File: src/rtl/counter_pkg.sv
// Purpose: constants shared by the counter block (default width, direction encoding).
// Latency: n/a (declarations only).
// Backpressure: n/a.
package counter_pkg;

  // Default bit width of data, reset_variable and count.
  localparam int DEFAULT_WIDTH = 8;

  // Direction encoding of the up_down input.
  localparam logic UP   = 1'b1;
  localparam logic DOWN = 1'b0;

endpackage : counter_pkg

File: src/rtl/counter_next.sv
// Purpose: combinational next-state logic for the modulo up/down counter with parallel load.
// Latency: purely combinational, zero cycles.
// Backpressure: none; a next value is produced for every input combination.
//
// Ports:
//   count          current registered value
//   up_down        direction, UP = count up, DOWN = count down
//   load           parallel-load strobe, overrides counting
//   data           value taken when load is set (no range check)
//   reset_variable terminal value; counting range is 0..reset_variable
//   next_count     value to be registered on the next rising edge
module counter_next
  import counter_pkg::*;
#(
  parameter int WIDTH = DEFAULT_WIDTH
) (
  input  logic [WIDTH-1:0] count,
  input  logic             up_down,
  input  logic             load,
  input  logic [WIDTH-1:0] data,
  input  logic [WIDTH-1:0] reset_variable,
  output logic [WIDTH-1:0] next_count
);

  localparam logic [WIDTH-1:0] ONE  = {{(WIDTH-1){1'b0}}, 1'b1};
  localparam logic [WIDTH-1:0] ZERO = '0;

  always_comb begin
    next_count = count;
    if (load) begin
      next_count = data;
    end else if (up_down == UP) begin
      // ">=" rather than "==" so an out-of-range loaded value falls back to 0.
      if (count >= reset_variable) next_count = ZERO;
      else                         next_count = count + ONE;
    end else begin
      // Out-of-range values re-enter the range from the top when counting down.
      if ((count == ZERO) || (count > reset_variable)) next_count = reset_variable;
      else                                             next_count = count - ONE;
    end
  end

endmodule : counter_next

File: src/rtl/counter.sv
// Purpose: WIDTH-bit up/down counter wrapping over 0..reset_variable, with synchronous load.
// Latency: load and step results are visible one cycle after the sampling edge.
// Backpressure: none; the counter advances on every edge while out of reset.
//
// Ports:
//   clk            rising-edge clock
//   rst            asynchronous reset, active-low; clears count immediately
//   up_down        direction, 1 = up, 0 = down
//   load           synchronous parallel-load strobe, active-high
//   data           value loaded into count
//   reset_variable terminal/modulus value
//   count          registered counter value
module counter
  import counter_pkg::*;
#(
  parameter int WIDTH = DEFAULT_WIDTH
) (
  input  logic             clk,
  input  logic             rst,
  input  logic             up_down,
  input  logic             load,
  input  logic [WIDTH-1:0] data,
  input  logic [WIDTH-1:0] reset_variable,
  output logic [WIDTH-1:0] count
);

  logic [WIDTH-1:0] next_count;

  counter_next #(
    .WIDTH(WIDTH)
  ) u_counter_next (
    .count         (count),
    .up_down       (up_down),
    .load          (load),
    .data          (data),
    .reset_variable(reset_variable),
    .next_count    (next_count)
  );

  always_ff @(posedge clk or negedge rst) begin
    if (!rst) count <= '0;
    else      count <= next_count;
  end

endmodule : counter

File: config.mk
export PLATFORM = sky130hd
export DESIGN_NAME = counter
export DESIGN_NICKNAME = d
export VERILOG_FILES = /design/src/rtl/counter_pkg.sv /design/src/rtl/counter_next.sv /design/src/rtl/counter.sv
export SDC_FILE = /design/constraint.sdc
export NUM_CORES = 1
export LEC_CHECK = 0
export ABC_AREA = 1
export CAP_MARGIN = 15
export CORE_UTILIZATION = 48
export DETAILED_ROUTE_END_ITERATION = 16
export GPL_TIMING_DRIVEN = 0
export PLACE_DENSITY = 0.79
export SYNTH_ARGS = -nofsm -noshare
export SYNTH_HDL_FRONTEND = slang
export SYNTH_SLANG_ARGS = --single-unit
File: constraint.sdc
create_clock -name clk -period 1.9 [get_ports clk]
set_input_delay 0.19 -clock clk [delete_from_list [all_inputs] [get_ports clk]]
set_output_delay 0.19 -clock clk [all_outputs]
set_load 0.01 [all_outputs]
Word-level counts from Yosys, hierarchy flattened
Cells that the tools add are included.
{"block": "op_classes", "n_addsub": 2, "multipliers": 0, "div": 0, "order_cmp": 2, "eq_ne": 0, "shifts": 0, "mux": 4, "n_bitwise": 0, "n_reduce_logical": 2}
{"operator": "2-to-1 mux 8 bit", "count": 4}
{"operator": "adder 8 x 1 -> 8 bit, second input constant", "count": 1}
{"operator": "greater-or-equal comparator 8 bit", "count": 1}
{"operator": "greater-than comparator 8 bit", "count": 1}
{"operator": "zero test 8 bit", "count": 1}
{"operator": "subtractor 8 x 1 -> 8 bit, second input constant", "count": 1}
{"operator": "logical OR 1 bit", "count": 1}
{"block": "totals", "regBits": 8, "latchBits": 0, "ramBits": 0, "romBits": 0, "inputBits": 20, "output_inout_bits": 8, "n_memories": 0}

Depth between registers and ports, before layout
Gate-level depths: netlist of the first run.
{"block": "logic_depth", "word_depth": 5, "mapped_depth": 16, "depth_no_buf": 16}

Cells and area by module
Synthesis of the first run repeated with hierarchy kept, for this count alone.
{"block": "unflattened", "hier_cells": 164, "area_unflattened_um2": 1043.5}
{"module": "counter_next", "n_inst": 1, "cells_per_inst": 156, "area_each_um2": 843.3, "seq_area_each_um2": 0.0}
{"module": "counter", "n_inst": 1, "cells_per_inst": 8, "area_each_um2": 200.2, "seq_area_each_um2": 200.2}

Least setup slack after synthesis of the first run
Ideal clock, no wire load.
{"block": "synth_timing", "path_kind": "reg-to-reg", "from": "reg count[3]", "to": "reg count[0]", "setup_ns": 0.116, "arrival_time_ns": 1.565, "required_ns": 1.784, "path_slack_ns": 0.218, "path_stages_with_launch": 14, "period_less_slack_ns": 1.682, "path_cell_list": "dfrtp_1 > ha_1 > nand2_1 > inv_1 > nand2_1 > nand2_1 > nand2_1 > nand2_2 > nand2_4 > nand2_4 > o21bai_1 > inv_1 > nand2_1 > nand2_1"}
{"block": "synth_between", "elab_chain_cells": 5, "word_cells_on_any_way": 8, "classes_between": "order compare: 2; mux: 4; reduce/logical: 2"}
{"item": "start, declared", "line": "counter.sv:24", "source": "output logic [WIDTH-1:0] count"}
{"item": "start signal, assigned", "line": "counter.sv:42", "source": "else count <= next_count;"}
{"item": "greater-than comparator 8 bit / zero test 8 bit (equally long branches)", "line": "counter_next.sv:38", "source": "if ((count == ZERO) || (count > reset_variable)) next_count = reset_variable;"}
{"item": "logical OR 1 bit", "line": "counter_next.sv:38"}
{"item": "2-to-1 mux 8 bit", "line": "counter_next.sv:38"}
{"item": "2-to-1 mux 8 bit *", "line": "counter_next.sv:32", "source": "end else if (up_down == UP) begin"}
{"item": "2-to-1 mux 8 bit *", "line": "counter_next.sv:30", "source": "if (load) begin"}
{"item": "via next_count[0]", "line": "counter.sv:27", "source": "logic [WIDTH-1:0] next_count;"}
The timed path passes the listed nets; every way through them passes the cells marked *.

Worst setup path after layout of the first run
{"block": "layout_timing", "from": "in reset_variable[7]", "to": "reg count[0]"}
{"block": "layout_between", "elab_chain_cells": 5, "word_cells_on_any_way": 7, "classes_between": "order compare: 2; mux: 4; reduce/logical: 1"}
{"item": "start, declared", "line": "counter.sv:23", "source": "input logic [WIDTH-1:0] reset_variable,"}
{"item": "greater-than comparator 8 bit", "line": "counter_next.sv:38"}
{"item": "logical OR 1 bit", "line": "counter_next.sv:38"}
{"item": "2-to-1 mux 8 bit", "line": "counter_next.sv:38"}
{"item": "2-to-1 mux 8 bit *", "line": "counter_next.sv:32"}
{"item": "2-to-1 mux 8 bit *", "line": "counter_next.sv:30"}
{"item": "via next_count[0]", "line": "counter.sv:27"}
Marked as above.

==> impl_metrics.env, run 1 <==
export IMPL_status="finished clean"
export IMPL_max_stage_delay_ns=0.45
export IMPL_die_area_um2=2360
export IMPL_yosys_warnings=0
export IMPL_power_uw=947
export IMPL_worst_pin_slew_ns=0.337
export IMPL_place_hpwl_um=1950
export IMPL_reg2regPathDepth=10
export IMPL_place_congestion=0.841
export IMPL_grt_pass1_vias=968
export IMPL_timing_worst_setup_path_type="in2reg"
export IMPL_p_leak_uw=0.000737
export IMPL_final_cell_mix="nand2_1, inv_1, nor2_1, clkdlybuf4s50_1, nand3_1"
export IMPL_synth_avg_cell_area_um2=6.36
export IMPL_wirelength_um=2530
export IMPL_root_buffer="clkbuf_4"
export IMPL_skew_ns=0.00315
export IMPL_setup_violations=0
export IMPL_fin_crit_ns=1.83
export IMPL_power_density_nw_per_um2=639
export IMPL_numCtsBuffers=3
export IMPL_syn_inst=164
export IMPL_startpoint="reset_variable[7]"
export IMPL_cts_tree="yes"
export IMPL_final_setup_worst_slack_ns=0.0721
export IMPL_hold_violations=0
export IMPL_grt_max_degree=11
export IMPL_crit_fanout=9
export IMPL_die_y_um=48.6
export IMPL_drive_gt1_share_pct=21.5
export IMPL_ant_nets=0
export IMPL_nets=232
export IMPL_floorplan_initialDensity_pct=52.1
export IMPL_grt_pass1_wl_um=4020
export IMPL_io_pins=28
export IMPL_syn_cell_area_um2=1040
export IMPL_routedWlPerCell_um=11.1
export IMPL_reg_top3="count: 8 flops"
export IMPL_worst_path_max_delay_cell="clkdlybuf4s50_1"
export IMPL_fmax_mhz=547
export IMPL_synth_cell_types=25
export IMPL_grt_overflow_total=0
export IMPL_largest_reg_flops=8
export IMPL_drc=0
export IMPL_die_width_um=48.6
export IMPL_antenna_found_initial=0
export IMPL_r2r_start="count[5]"
export IMPL_worstPathRequired_ns=2.02
export IMPL_drt_pass1_iter_count=4
export IMPL_core_um2=2000
export IMPL_hold_path_class="in2async"
export IMPL_startpoint_type="input port"
export IMPL_h_tree_depth=1
export IMPL_synth_area_leaders="dfrtp_1, nand2_1, ha_1"
export IMPL_postSynthNetCount=194
export IMPL_yosysTopAreaCell="dfrtp_1"
export IMPL_ys_seq_area_share_pct=19.2
export IMPL_slew_limit_headroom_pct=77.5
export IMPL_n_antenna_cell=0
export IMPL_area_growth_pct=42.1
export IMPL_cp_arrival_ns=1.95
export IMPL_tritoncts_num_sinks=8
export IMPL_ir_worst_vdd_mv=0.466
export IMPL_fin_crit_sh_pct=96.2
export IMPL_top_register="count"
export IMPL_clk_latency_ns=0.24
export IMPL_synth_top_cell_area_share_pct=19.2
export IMPL_place_ws_ns=-0.202
export IMPL_path_clk_slew_ns=0.05
export IMPL_drv_cap=0
export IMPL_crit_path_end_kind="flip-flop"
export IMPL_clockBufferDepth=2
export IMPL_vias=1093
export IMPL_drv_slew=0
export IMPL_grt_use_total_pct=21.5
export IMPL_vias_per_cell=4.81
export IMPL_r2r_slack_ns=0.08
export IMPL_path_cells="clkdlybuf4s50_1 -> inv_1 -> ha_1 -> a21o_1 -> nor2_4 -> nand2_2 -> nand2_4 -> nand2_8 -> o21bai_1 -> inv_1 -> nand2_1 -> nand2_1"
export IMPL_io_buffers=26
export IMPL_drtIter0Drc=10
export IMPL_layout_commonest_cell="nand2_1"
export IMPL_num_rows=16
export IMPL_r2r_end="count[0]"
export IMPL_ys_seq_elements=8
## worst max path at each step
stage	slack [ns]	to
floorplan	0.22	count[0]
global placement	-0.14	count[0]
detailed placement	-0.20	count[0]
CTS	0.01	count[0]
global route	-0.02	count[0]
finish	0.07	count[0]
## metal layers
| metal | share of wire, % | vias up | track usage (%) |
|---|---|---|---|
| li1 | - | 578 | - |
| met5 | 0 | - | 0 |
| met1 | 46 | 490 | 26.5 |
| met3 | 2.4 | 0 | 3.14 |
| met4 | 0 | 0 | 7.35 |
| met2 | 51 | 25 | 37.7 |
## layout make-up
| class | instances | area [um2] |
|---|---|---|
| Multi-Input combinational cell | 125 | 785 |
| Fill cell | 165 | 519 |
| Inverter | 30 | 114 |
| Timing Repair Buffer | 33 | 313 |
| Sequential cell | 8 | 208 |
| Buffer | 1 | 7.51 |
| Tap cell | 27 | 33.8 |
| Clock buffer | 3 | 22.5 |
## cell families (layout without fill, tap and decap cells)
family,Yosys count,count (layout),synth area share [%]
AND/OR/NAND/NOR,93,93,42.9
buffers and inverters,31,67,11.6
AO/OA/AOI/OAI,15,15,8.39
adder cells (fa/ha/maj),10,10,12.0
flip-flops,8,8,19.2
XOR/XNOR,7,7,5.88
## Yosys cell counts (all sizes together)
| cell | n |
|---|---|
| nor3 | 1 |
| a21o | 1 |
| nor2 | 31 |
| a21oi | 10 |
| buf | 1 |
| or2 | 1 |
| nand2 | 41 |
| ha | 10 |
| o21bai | 1 |
| nand3 | 18 |
| o21ai | 3 |
| inv | 29 |
| xor2 | 4 |
| nand4 | 1 |
| xnor2 | 3 |
| clkinv | 1 |
| dfrtp | 8 |
## critical path, delay by kind of cell
kind	cells	cell delay, ns
compound gates	2	0.34
fa+ha+maj	1	0.33
buf+inv	3	0.55
simple gates	6	0.53
## stage by stage
stage	setup TNS, ns	instance area [um2]	hold slack, ns	util [%]	cells
3_3_place_gp	-0.805	1340	0.482	66.8	217
6_report	0	1480	0.216	74.1	227
5_1_grt	-0.0190	1480	0.223	74.1	227
2_1_floorplan	0	1040	-0.106	-	164
4_1_cts	0	1360	0.223	67.9	220
3_5_place_dp	-1.23	1340	0.484	66.8	217
## power by group
| part | switching [uW] | total [uW] | internal [uW] |
|---|---|---|---|
| registers | 47.7 | 249 | 201 |
| clock network | 46.4 | 118 | 71.5 |
| logic | 307 | 580 | 272 |
## repair_timing
item,in CTS,in global routing
hold buffers,0,0
setup endpoints to repair,0,8
gates resized for setup,0,19
buffers inserted,0,7
No activity file was read; power rests on OpenSTA's default activity.
==> run 2: changes to the inputs <==
--- a/config.mk
+++ b/config.mk
@@ -11,6 +11,7 @@
 export DETAILED_ROUTE_END_ITERATION = 16
 export GPL_TIMING_DRIVEN = 0
 export PLACE_DENSITY = 0.79
+export REMOVE_ABC_BUFFERS = 1
 export SYNTH_ARGS = -nofsm -noshare
 export SYNTH_HDL_FRONTEND = slang
 export SYNTH_SLANG_ARGS = --single-unit
==> run 2 against run 1 <==
Wire length increased by 9.7%. Worst setup slack got worse by 0.044 ns. Sequential power about the same. Maximum frequency decreased by 2.3%. Global-route usage increased by 0.20 points. Core utilization increased by 5.5 points. Die area unchanged. Largest cell class unchanged. Non-clock buffer count increased by 9. Worst hold slack got worse by 0.0067 ns. Count of clock-buffer cells in the layout unchanged.
==> impl_metrics.env, run 2 (synthesis results as in run 1) <==
export IMPL_n_antenna_cell=0
export IMPL_num_rows=16
export IMPL_grt_pass1_wl_um=4100
export IMPL_vias_per_cell=4.79
export IMPL_die_y_um=48.6
export IMPL_ctsHoldBuffers=0
export IMPL_clockBufferDepth=2
export IMPL_seq_area_um2=206
export IMPL_drive_gt1_share_pct=26.3
export IMPL_grt_overflow_total=0
export IMPL_hold_violations=0
export IMPL_r2r_start="count[7]"
export IMPL_ant_nets=0
export IMPL_final_setup_worst_slack_ns=0.0283
export IMPL_crit_path_end_kind="flip-flop"
export IMPL_die_area_um2=2360
export IMPL_crit_fanout=7
export IMPL_drc=0
export IMPL_place_hpwl_um=1940
export IMPL_die_width_um=48.6
export IMPL_hold_ws_ns=0.210
export IMPL_worstPathRequired_ns=2.07
export IMPL_cp_arrival_ns=2.04
export IMPL_grt_max_degree=11
export IMPL_r2r_end="count[5]"
export IMPL_grt_use_total_pct=21.7
export IMPL_final_cell_mix="nand2_1, nor2_1, clkdlybuf4s50_1, inv_1, buf_4"
export IMPL_worst_pin_slew_ns=0.336
export IMPL_tritoncts_num_sinks=8
export IMPL_place_congestion=0.829
export IMPL_grt_pass1_vias=987
export IMPL_core_um2=2000
export IMPL_startpoint_type="flip-flop"
export IMPL_r2r_slack_ns=0.03
export IMPL_tns_ns=0
export IMPL_slew_limit_headroom_pct=77.5
export IMPL_reg2regPathDepth=10
export IMPL_place_ws_ns=-0.198
export IMPL_cts_tree="yes"
export IMPL_clk_latency_ns=0.25
export IMPL_top_register="count"
export IMPL_fin_crit_ns=1.87
export IMPL_routedWlPerCell_um=11.8
export IMPL_status="finished clean"
export IMPL_drt_pass1_iter_count=4
export IMPL_timing_worst_setup_path_type="reg2reg"
export IMPL_floorplan_initialDensity_pct=52.1
export IMPL_vias=1130
export IMPL_area_growth_pct=52.6
export IMPL_fmax_mhz=534
export IMPL_numCtsBuffers=3
export IMPL_layout_commonest_cell="nand2_1"
export IMPL_drv_slew=0
export IMPL_p_leak_uw=0.000779
export IMPL_ir_worst_vdd_mv=0.566
export IMPL_multi_input_comb_area_um2=823
export IMPL_power_uw=1020
export IMPL_wirelength_um=2770
export IMPL_h_tree_depth=1
export IMPL_hold_path_class="in2async"
export IMPL_drtIter0Drc=10
export IMPL_largest_reg_flops=8
export IMPL_root_buffer="clkbuf_4"
export IMPL_fin_util_pct=79.6
export IMPL_io_pins=28
export IMPL_drv_cap=0
export IMPL_fin_crit_sh_pct=98.5
export IMPL_power_density_nw_per_um2=639
export IMPL_io_buffers=27
export IMPL_reg_top3="count: 8 flops"
export IMPL_setup_violations=0
export IMPL_nets=241
export IMPL_skew_ns=0.00198
export IMPL_path_clk_slew_ns=0.05
export IMPL_antenna_found_initial=0
export IMPL_fill_cells=146
## run 2: changes by cell type in the layout (fill, tap and decap cells not counted), moves of 2 or more
cell / delta
a21oi_2: -2
ha_1: -3
inv_1: -3
ha_4: +3
buf_4: +8
inv_2: +3
## run 2: area by class of cell
class	count	area share, %
clock buffers	3	1.41
inverters	30	7.15
multi-input cells	125	51.7
flip-flops and latches	8	13.0
well taps	27	2.12
repair buffers	43	24.7
## run 2: power breakdown
| part | internal, uW | leakage (uW) | switching, uW |
|---|---|---|---|
| combinational | 321 | 0.000677 | 323 |
| sequential | 201 | 0.0000882 | 50.2 |
| clock | 71.8 | 0.0000138 | 50.4 |
| total | 594 | 0.000779 | 424 |
## run 2: worst max-delay path: stages (launching register included)
cell and delay, ns:
dfrtp_1 0.44, ha_4 0.31, nand2_2 0.08, nor2_2 0.18
nand2_2 0.11, nand2_2 0.09, nand2_4 0.10, buf_4 0.15
nand3_1 0.07, nand3_2 0.10, a21oi_2 0.15
## run 2: repair_timing
| action | 4_1_cts | 5_1_grt |
|---|---|---|
| endpoints found under the setup margin | 0 | 8 |
| resized for setup | 0 | 24 |
| buffers inserted | 0 | 16 |
## run 2: layer usage
| layer | GRT usage, % | vias to the layer above | wire, um |
|---|---|---|---|
| met1 | 26.5 | 495 | 1250 |
| met2 | 39.4 | 26 | 1420 |
| met5 | 0 | - | 0 |
| met4 | 7.35 | 0 | 59 |
| li1 | - | 603 | - |
| met3 | 1.89 | 6 | 48 |
## run 2: stage by stage
stage | instances | cell area [um2]
after global routing | 236 | 1590
after CTS | 220 | 1360
after floorplan | 163 | 1040
after detailed placement | 217 | 1340
after global placement | 217 | 1340
final | 236 | 1590
## run 2: worst max-delay path by stage
stage                      start       end  slack (ns)  cells after the start
2_1_floorplan           count[3]  count[0]        0.22                     13
3_3_place_gp   reset_variable[3]  count[0]       -0.14                     15
3_5_place_dp   reset_variable[3]  count[0]       -0.20                     15
4_1_cts                 count[2]  count[0]        0.04                     13
5_1_grt        reset_variable[7]  count[5]       -0.05                     12
6_report                count[7]  count[5]        0.03                     10
